--- src/rtl/mem_arb_pkg.sv ---
// mem_arb_pkg: shared states, port ids and command record for the memory arbiter.
package mem_arb_pkg;
  localparam int CMD_ADDR_W = 32;
  localparam int CMD_DATA_W = 32;
  localparam int CMD_MASK_W = CMD_DATA_W / 8;
  typedef enum logic [1:0] {IDLE = 2'd0, ACCESS = 2'd1, RESP = 2'd2} state_t;
  localparam logic PORT_CPU = 1'b0;
  localparam logic PORT_AUX = 1'b1;
  typedef struct packed {
    logic [CMD_ADDR_W-1:0] addr;
    logic [CMD_DATA_W-1:0] wdata;
    logic [CMD_MASK_W-1:0] bmask;
    logic                  wren;
    logic                  id;
  } cmd_t;
endpackage

--- src/rtl/mem_arb_pick.sv ---
// mem_arb_pick: grant decision for two requesters; MEM_ARB_FAIR_EN adds a port-0 hold counter
// that forces a port-1 grant after MAX_HOLD consecutive port-0 wins.
module mem_arb_pick #(
  parameter int MAX_HOLD = 4
) (
  input  logic clk,
  input  logic rst,
  input  logic open,
  input  logic valid0,
  input  logic valid1,
  output logic ready0,
  output logic ready1
);
  logic starve;
`ifdef MEM_ARB_FAIR_EN
  localparam int CW = $clog2(MAX_HOLD + 1);
  logic [CW-1:0] cnt;
  assign starve = cnt == CW'(MAX_HOLD);
  always_ff @(posedge clk or posedge rst)
    if (rst) cnt <= '0;
    else if (ready1) cnt <= '0;
    else if (ready0) cnt <= valid1 ? cnt + 1'b1 : '0;
`else
  logic unused;
  assign starve = 1'b0;
  assign unused = clk ^ rst;
`endif
  assign ready1 = open & valid1 & (~valid0 | starve);
  assign ready0 = open & valid0 & ~ready1;
endmodule

--- src/rtl/mem_arbiter.sv ---
// mem_arbiter: two-port valid/ready arbiter sequencing one access at a time into a
// 1-cycle-latency synchronous memory; MEM_ARB_FAIR_EN enables port-1 starvation relief.
module mem_arbiter
  import mem_arb_pkg::*;
#(
  parameter int ADDR_W   = CMD_ADDR_W,
  parameter int DATA_W   = CMD_DATA_W,
  parameter int MAX_HOLD = 4
) (
  input  logic                i_clk,
  input  logic                i_reset,
  input  logic                i_req0_valid,
  output logic                o_req0_ready,
  input  logic [ADDR_W-1:0]   i_req0_addr,
  input  logic [DATA_W-1:0]   i_req0_wdata,
  input  logic [DATA_W/8-1:0] i_req0_bmask,
  input  logic                i_req0_wren,
  input  logic                i_req1_valid,
  output logic                o_req1_ready,
  input  logic [ADDR_W-1:0]   i_req1_addr,
  input  logic [DATA_W-1:0]   i_req1_wdata,
  input  logic [DATA_W/8-1:0] i_req1_bmask,
  input  logic                i_req1_wren,
  output logic                o_rsp0_valid,
  output logic [DATA_W-1:0]   o_rsp0_rdata,
  output logic                o_rsp1_valid,
  output logic [DATA_W-1:0]   o_rsp1_rdata,
  output logic                o_mem_en,
  output logic                o_mem_wren,
  output logic [ADDR_W-1:0]   o_mem_addr,
  output logic [DATA_W-1:0]   o_mem_wdata,
  output logic [DATA_W/8-1:0] o_mem_bmask,
  input  logic [DATA_W-1:0]   i_mem_rdata,
  output logic                o_busy
);
  state_t state, state_nx;
  cmd_t   cmd, cmd_in;
  logic   open, hs, rsp;
  // Reset also closes the request side so every output reads 0 while it is held.
  assign open = ~i_reset & (state == IDLE || state == RESP);
  mem_arb_pick #(.MAX_HOLD(MAX_HOLD)) u_pick (
    .clk   (i_clk),
    .rst   (i_reset),
    .open  (open),
    .valid0(i_req0_valid),
    .valid1(i_req1_valid),
    .ready0(o_req0_ready),
    .ready1(o_req1_ready)
  );
  assign hs = o_req0_ready | o_req1_ready;
  assign cmd_in = o_req1_ready
    ? '{addr: i_req1_addr, wdata: i_req1_wdata, bmask: i_req1_bmask, wren: i_req1_wren, id: PORT_AUX}
    : '{addr: i_req0_addr, wdata: i_req0_wdata, bmask: i_req0_bmask, wren: i_req0_wren, id: PORT_CPU};
  always_ff @(posedge i_clk or posedge i_reset)
    if (i_reset) state <= IDLE;
    else state <= state_nx;
  always_comb begin
    state_nx = IDLE;
    state_nx = (state == ACCESS) ? RESP : (hs ? ACCESS : IDLE);
  end
  always_ff @(posedge i_clk or posedge i_reset)
    if (i_reset) cmd <= '0;
    else if (hs) cmd <= cmd_in;
  assign rsp          = state == RESP;
  assign o_busy       = state == ACCESS || state == RESP;
  assign o_mem_en     = state == ACCESS;
  assign o_mem_wren   = cmd.wren;
  assign o_mem_addr   = cmd.addr;
  assign o_mem_wdata  = cmd.wdata;
  assign o_mem_bmask  = cmd.bmask;
  assign o_rsp0_valid = rsp & (cmd.id == PORT_CPU);
  assign o_rsp1_valid = rsp & (cmd.id == PORT_AUX);
  assign o_rsp0_rdata = (o_rsp0_valid & ~cmd.wren) ? i_mem_rdata : '0;
  assign o_rsp1_rdata = (o_rsp1_valid & ~cmd.wren) ? i_mem_rdata : '0;
endmodule

--- config.mk ---
export PLATFORM = sky130hd
export DESIGN_NAME = mem_arbiter
export DESIGN_NICKNAME = d
export VERILOG_FILES = /design/src/rtl/mem_arb_pkg.sv /design/src/rtl/mem_arb_pick.sv /design/src/rtl/mem_arbiter.sv
export SDC_FILE = /design/constraint.sdc
export NUM_CORES = 1
export LEC_CHECK = 0
export ABC_AREA = 1
export BUFFER_PORTS_ARGS = -buffer_cell sky130_fd_sc_hd__buf_2
export CORE_AREA = 2 2 121 123
export DETAILED_ROUTE_END_ITERATION = 10
export DIE_AREA = 0 0 123 125
export PLACE_DENSITY = 0.73
export REMOVE_ABC_BUFFERS = 1
export SYNTH_ARGS = -nofsm -noshare
export SYNTH_HDL_FRONTEND = slang
export SYNTH_HIERARCHICAL = 1
export SYNTH_SLANG_ARGS = --single-unit
export TNS_END_PERCENT = 10
--- constraint.sdc ---
create_clock -name i_clk -period 5.6 [get_ports i_clk]
set_input_delay 0.84 -clock i_clk [delete_from_list [all_inputs] [get_ports i_clk]]
set_output_delay 0.84 -clock i_clk [all_outputs]
set_load 0.02 [all_outputs]
=== Yosys cells after proc, flatten, opt, wreduce, memory -nomap -nowiden ===
Index checks and enable logic that the tools add are counted.

* Bits in registers: 72
* Logic and storage cells: 31

* Equality and inequality tests: 2
* Mux-type cells: 5
* Bitwise logic cells: 15
* Reduce and logical (&&, ||, !) cells: 3

{| class="wikitable"
|+ Operator list
! operator !! number
|-
| two-way mux 70 bit || 1
|-
| two-way mux 32 bit || 2
|-
| bitwise AND 1 bit || 9
|-
| NOT 1 bit || 5
|-
| == test 2 x 1 -> 1 bit (second input constant) || 1
|-
| == test 2 bit (second input constant) || 1
|-
| logical NOT 2 bit || 1
|-
| logical OR 1 bit || 2
|-
| two-way mux 2 bit || 1
|-
| two-way mux 1 bit || 1
|-
| OR 1 bit || 1
|}

=== Longest topological paths before layout ===
* Word-level depth: 10
* Depth in mapped cells: 11

=== Cells and area by module ===
The synthesis kept the hierarchy.

{| class="wikitable"
|+ Modules (own cells, without submodules)
! module !! instances !! cells each !! area an instance (µm²)
|-
| mem_arbiter || 1 || 568 || 4,275.4
|-
| mem_arb_pick || 1 || 4 || 17.5
|}

=== Worst setup path after synthesis ===
No wires, ideal clock.

* Path type: register -> output
* From: register state[0]
* To: output port o_rsp0_rdata[0]
* Arrival time: 1,467 ps
* Slack: 3,293 ps
* Stages on the path, launching flop included: 8
* Cells stage by stage: dfrtp_1 inv_1 ha_1 inv_1 nor2_2 nand2_2 buf_6 nor2_1

* Word-level cells in the longest chain between the ends: 4

{| class="wikitable"
|+ RTL lines
! element !! RTL line !! text
|-
| start: declaration || mem_arbiter.sv:36 || <nowiki>state_t state, state_nx;</nowiki>
|-
| start signal: assignment || mem_arbiter.sv:56 || <nowiki>else state <= state_nx;</nowiki>
|-
| == test 2 bit || mem_arbiter.sv:64 || <nowiki>assign rsp = state == RESP;</nowiki>
|-
| bitwise AND 1 bit || mem_arbiter.sv:71 || <nowiki>assign o_rsp0_valid = rsp & (cmd.id == PORT_CPU);</nowiki>
|-
| named net o_rsp0_valid || mem_arbiter.sv:24 || <nowiki>output logic o_rsp0_valid,</nowiki>
|-
| bitwise AND 1 bit || mem_arbiter.sv:73 || <nowiki>assign o_rsp0_rdata = (o_rsp0_valid & ~cmd.wren) ? i_mem_rdata : '0;</nowiki>
|-
| two-way mux 32 bit || mem_arbiter.sv:73 ||
|-
| end: declaration || mem_arbiter.sv:25 || <nowiki>output logic [DATA_W-1:0] o_rsp0_rdata,</nowiki>
|}

The timed path passes the listed nets, and every way through them passes these cells.

=== Final worst setup path ===
* From: register state[0]
* To: output port o_req1_ready

* Word-level cells in the longest chain between the ends: 5
* Elaborated cells on any way between the ends: 6
* Classes of those cells: eq/ne (1); bitwise (3); reduce/logical (2)

{| class="wikitable"
|+ RTL lines
! element !! RTL line !! text
|-
| == test 2 bit or logical NOT 2 bit (tied branches) || mem_arbiter.sv:40 || <nowiki>assign open = ~i_reset & (state == IDLE || state == RESP);</nowiki>
|-
| logical OR 1 bit * || mem_arbiter.sv:40 ||
|-
| bitwise AND 1 bit * || mem_arbiter.sv:40 ||
|-
| named net open || mem_arbiter.sv:38 || <nowiki>logic open, hs, rsp;</nowiki>
|-
| bitwise AND 1 bit * (2 in a row) || mem_arb_pick.sv:28 || <nowiki>assign ready1 = open & valid1 & (~valid0 | starve);</nowiki>
|-
| end: declaration || mem_arbiter.sv:19 || <nowiki>output logic o_req1_ready,</nowiki>
|}

Mark *: on every way through the listed nets, which the timed path passes. The rest lies on a longest branch.

==> impl_results.md <==
- Outcome: completed
- Row cnt: 44
- Slew HR: 31.1%
- Crit path DAT: 2.43 ns
- Most frequent cells in the layout: buf_2, nand2_1, nand3_1, dfrtp_1, nor2_1
- Clock skew: 0.00486 ns
- Power share of the sequential group: 35.7%
- P_sw: 0.892 mW
- ANT cells: 0
- Layout cells sized above 1: 42.3%
- Critical-path cell list: inv_1, ha_1, nor2_1, nor2_1, nand2_1, nor2_4, buf_2
- RSZ-0062 raised after global routing: no
- Remaining DRCs: 0
- CTS tree: built
- Initial DRC Count: 257
- CP startpoint kind: flop
- Leak Pwr: 3.39 nW
- CTS Buf Count: 9
- F_max: 306 MHz
- Crit path largest cell delay: 0.79 ns
- Port Buf Inserts: 312
- H-tree depth: 3
- Die Ht: 125 um
- Final Routed Wirelength: 14600 um
- Clk slew on worst S/H paths: 0.06 ns
- Sum Neg Setup Slack: 0 ns
- Logic pwr share: 38.3%
- Cells after synthesis: 572
- CP delay by family, top: simple AND/OR/NAND/NOR gates
- GRT Total Usage: 18.3%
- FILL cells: 1508
- Crit-path max FO: 33
- Max Used Layer: met4
- Setup violators final: 0
- Seq/Total Area, Yosys: 42.0%
- Post-Route M1 WL: 5690 um
- Synthesized area: 4290 um^2
- CTS root buf: clkbuf_16
- Gpl congestion: 0.834
- CTS-repair resized insts: 0
- Horiz. Die Dim: 123 um
- Routed wl met2: 7200 um
- PwrDens: 392 nW/um^2
- Multi-input logic area: 1560 um^2
- R2R Path Start: state[0]
- Final-report hold violation count: 0
- DR vias: 4498
- Final Cycle Share: 58.4%
- Worst Max-Slew Pin Slew: 1.03 ns
- First-pass GRT wire length: 21300 um
- Commonest non-fill, non-tap cell in the layout: buf_2
- Critical path class: reg -> out
- Total global routing overflow: 0
- #FFs+latches synth: 72
- CP max-delay cell: nor2_4
- Layout Nets: 972
- R2R cell count: 10
- Crit path to: o_req1_ready
- Met3 WL: 1280 um
- MaxCap Viol Count: 0
- Final cell count without fillers: 983
- Slew Limit Fails: 0
- Die ar.: 15400 um^2
- Int Power: 1.31 mW
- Max Buffers Root-to-Sink: 2
- Initial DRT Pass Iterations: 5
- Initial antenna violation count: 0
- Beginning of the worst hold path: o_mem_wdata[6]
- R2r endpoint: o_mem_bmask[3]
- Crit path top cell by count: nor2_1
- Clock power share: 26.0%
- Antenna-violating nets left: 0
- Worst min path class: reg -> reg
- Vias per cell: 4.58
- Post-Place Cells: 968
- Warnings, synthesis: 6
- Skew-Pair Late Insertion Delay: 0.34 ns
- Syn_area_per_cell: 7.51 um^2
- Starting Density: 30.2%
- CP startpoint: state[0]
- Vias in the first global route: 4077
- WL per Instance: 14.8 um
- Sw frac: 40.5%
- Seq. cell area: 1800 um^2
- Hold buffers post-CTS: 0
- Number of distinct library cells after synthesis: 13
- Largest net degree at the start of global routing: 72
- Required @ worst endpoint: 4.76 ns
- Layout overhead on the synthesized area: 31.0%
- Buf/Inv on CP: 2
- Hpwl dp: 10700 um
- Setup slack, reg-to-reg: 2.52 ns
- Clock sink total: 72
- Core Area: 14200 um^2
- Min Tclk post-route: 3.27 ns
- CP endpoint kind: primary output
- CP Depth: 7
- Peak VDD IR: 0.156 mV
- Setup bufs post-CTS: 0
- I/O Pins: 313
## layout make-up
class / count / area share (%)
Sequential cell: 72 / 32.0
Multi-Input combinational cell: 356 / 27.8
Clock buffer: 9 / 4.00
Clock inverter: 6 / 1.09
Tap cell: 184 / 4.09
Timing Repair Buffer: 316 / 28.3
Inverter: 40 / 2.69
## cells in the mapped netlist
library cell,count,area [um^2]
nor2_2,2,12.5
buf_6,13,146
buf_2,19,95.1
ha_1,3,37.5
nand3_1,138,691
nor2_1,67,251
nand2_2,1,6.26
dfrtp_1,72,1800
nand2_1,144,541
inv_1,39,146
inv_2,1,3.75
buf_4,72,541
nor2_8,1,20.0
## flip-flops by register name, indices dropped and copies added, names as in the netlist
| signal | count |
|---|---|
| o_mem_addr | 32 |
| o_mem_wdata | 32 |
| o_mem_bmask | 4 |
| state | 2 |
| cmd | 1 |
| o_mem_wren | 1 |
## kinds of logic after synthesis
kind of cell / count (synthesis) / share of synthesized area (%)
simple gates: 353 / 35.4
buf+inv: 144 / 21.7
flops: 72 / 42.0
fa+ha+maj: 3 / 0.874
## tightest hold or removal path, stage by stage, from the launching register on
cell and delay [ns]:
dfrtp_1 0.34, nand2_1 0.05, nand3_1 0.05
## per-stage QoR
step / worst slack (ns) / utilization (%) / area [um^2] / hold slack (ns) / total power [mW]
6_report: 2.33 / 39.6 / 5630 / 0.476 / 2.20
5_1_grt: 2.18 / 39.6 / 5630 / 0.498 / 2.33
4_1_cts: 2.34 / 39.6 / 5630 / 0.479 / 2.23
3_5_place_dp: 2.30 / 37.6 / 5340 / 0.464 / 1.64
3_3_place_gp: 2.40 / 37.6 / 5340 / 0.461 / 1.63
2_1_floorplan: 1.68 / - / 3510 / 0.483 / 1.28
## power groups by stage
| stage | registers [mW] | logic, mW | clock network, mW |
|---|---|---|---|
| finish | 0.787 | 0.843 | 0.573 |
| global route | 0.807 | 0.921 | 0.605 |
| CTS | 0.786 | 0.854 | 0.587 |
| detailed placement | 0.789 | 0.854 | 0 |
| global placement | 0.790 | 0.841 | 0 |
| floorplan | 0.995 | 0.284 | 0 |
## worst min path at each step
stage	end	slack [ns]	cells past startpoint
final	o_mem_wdata[6]	0.48	2
after global routing	o_mem_wdata[8]	0.50	2
after CTS	o_mem_wdata[19]	0.48	2
after detailed placement	o_mem_wdata[19]	0.46	2
after global placement	o_mem_addr[20]	0.46	2
after floorplan	cmd[0]	0.48	2
## metal layers
layer | up-vias | global-route usage (%)
li1 | 2171 | -
met1 | 2075 | 21.0
met2 | 228 | 31.3
met3 | 24 | 4.74
met4 | 0 | 8.36
met5 | - | 0
No activity file was read; power rests on OpenSTA's default activity.
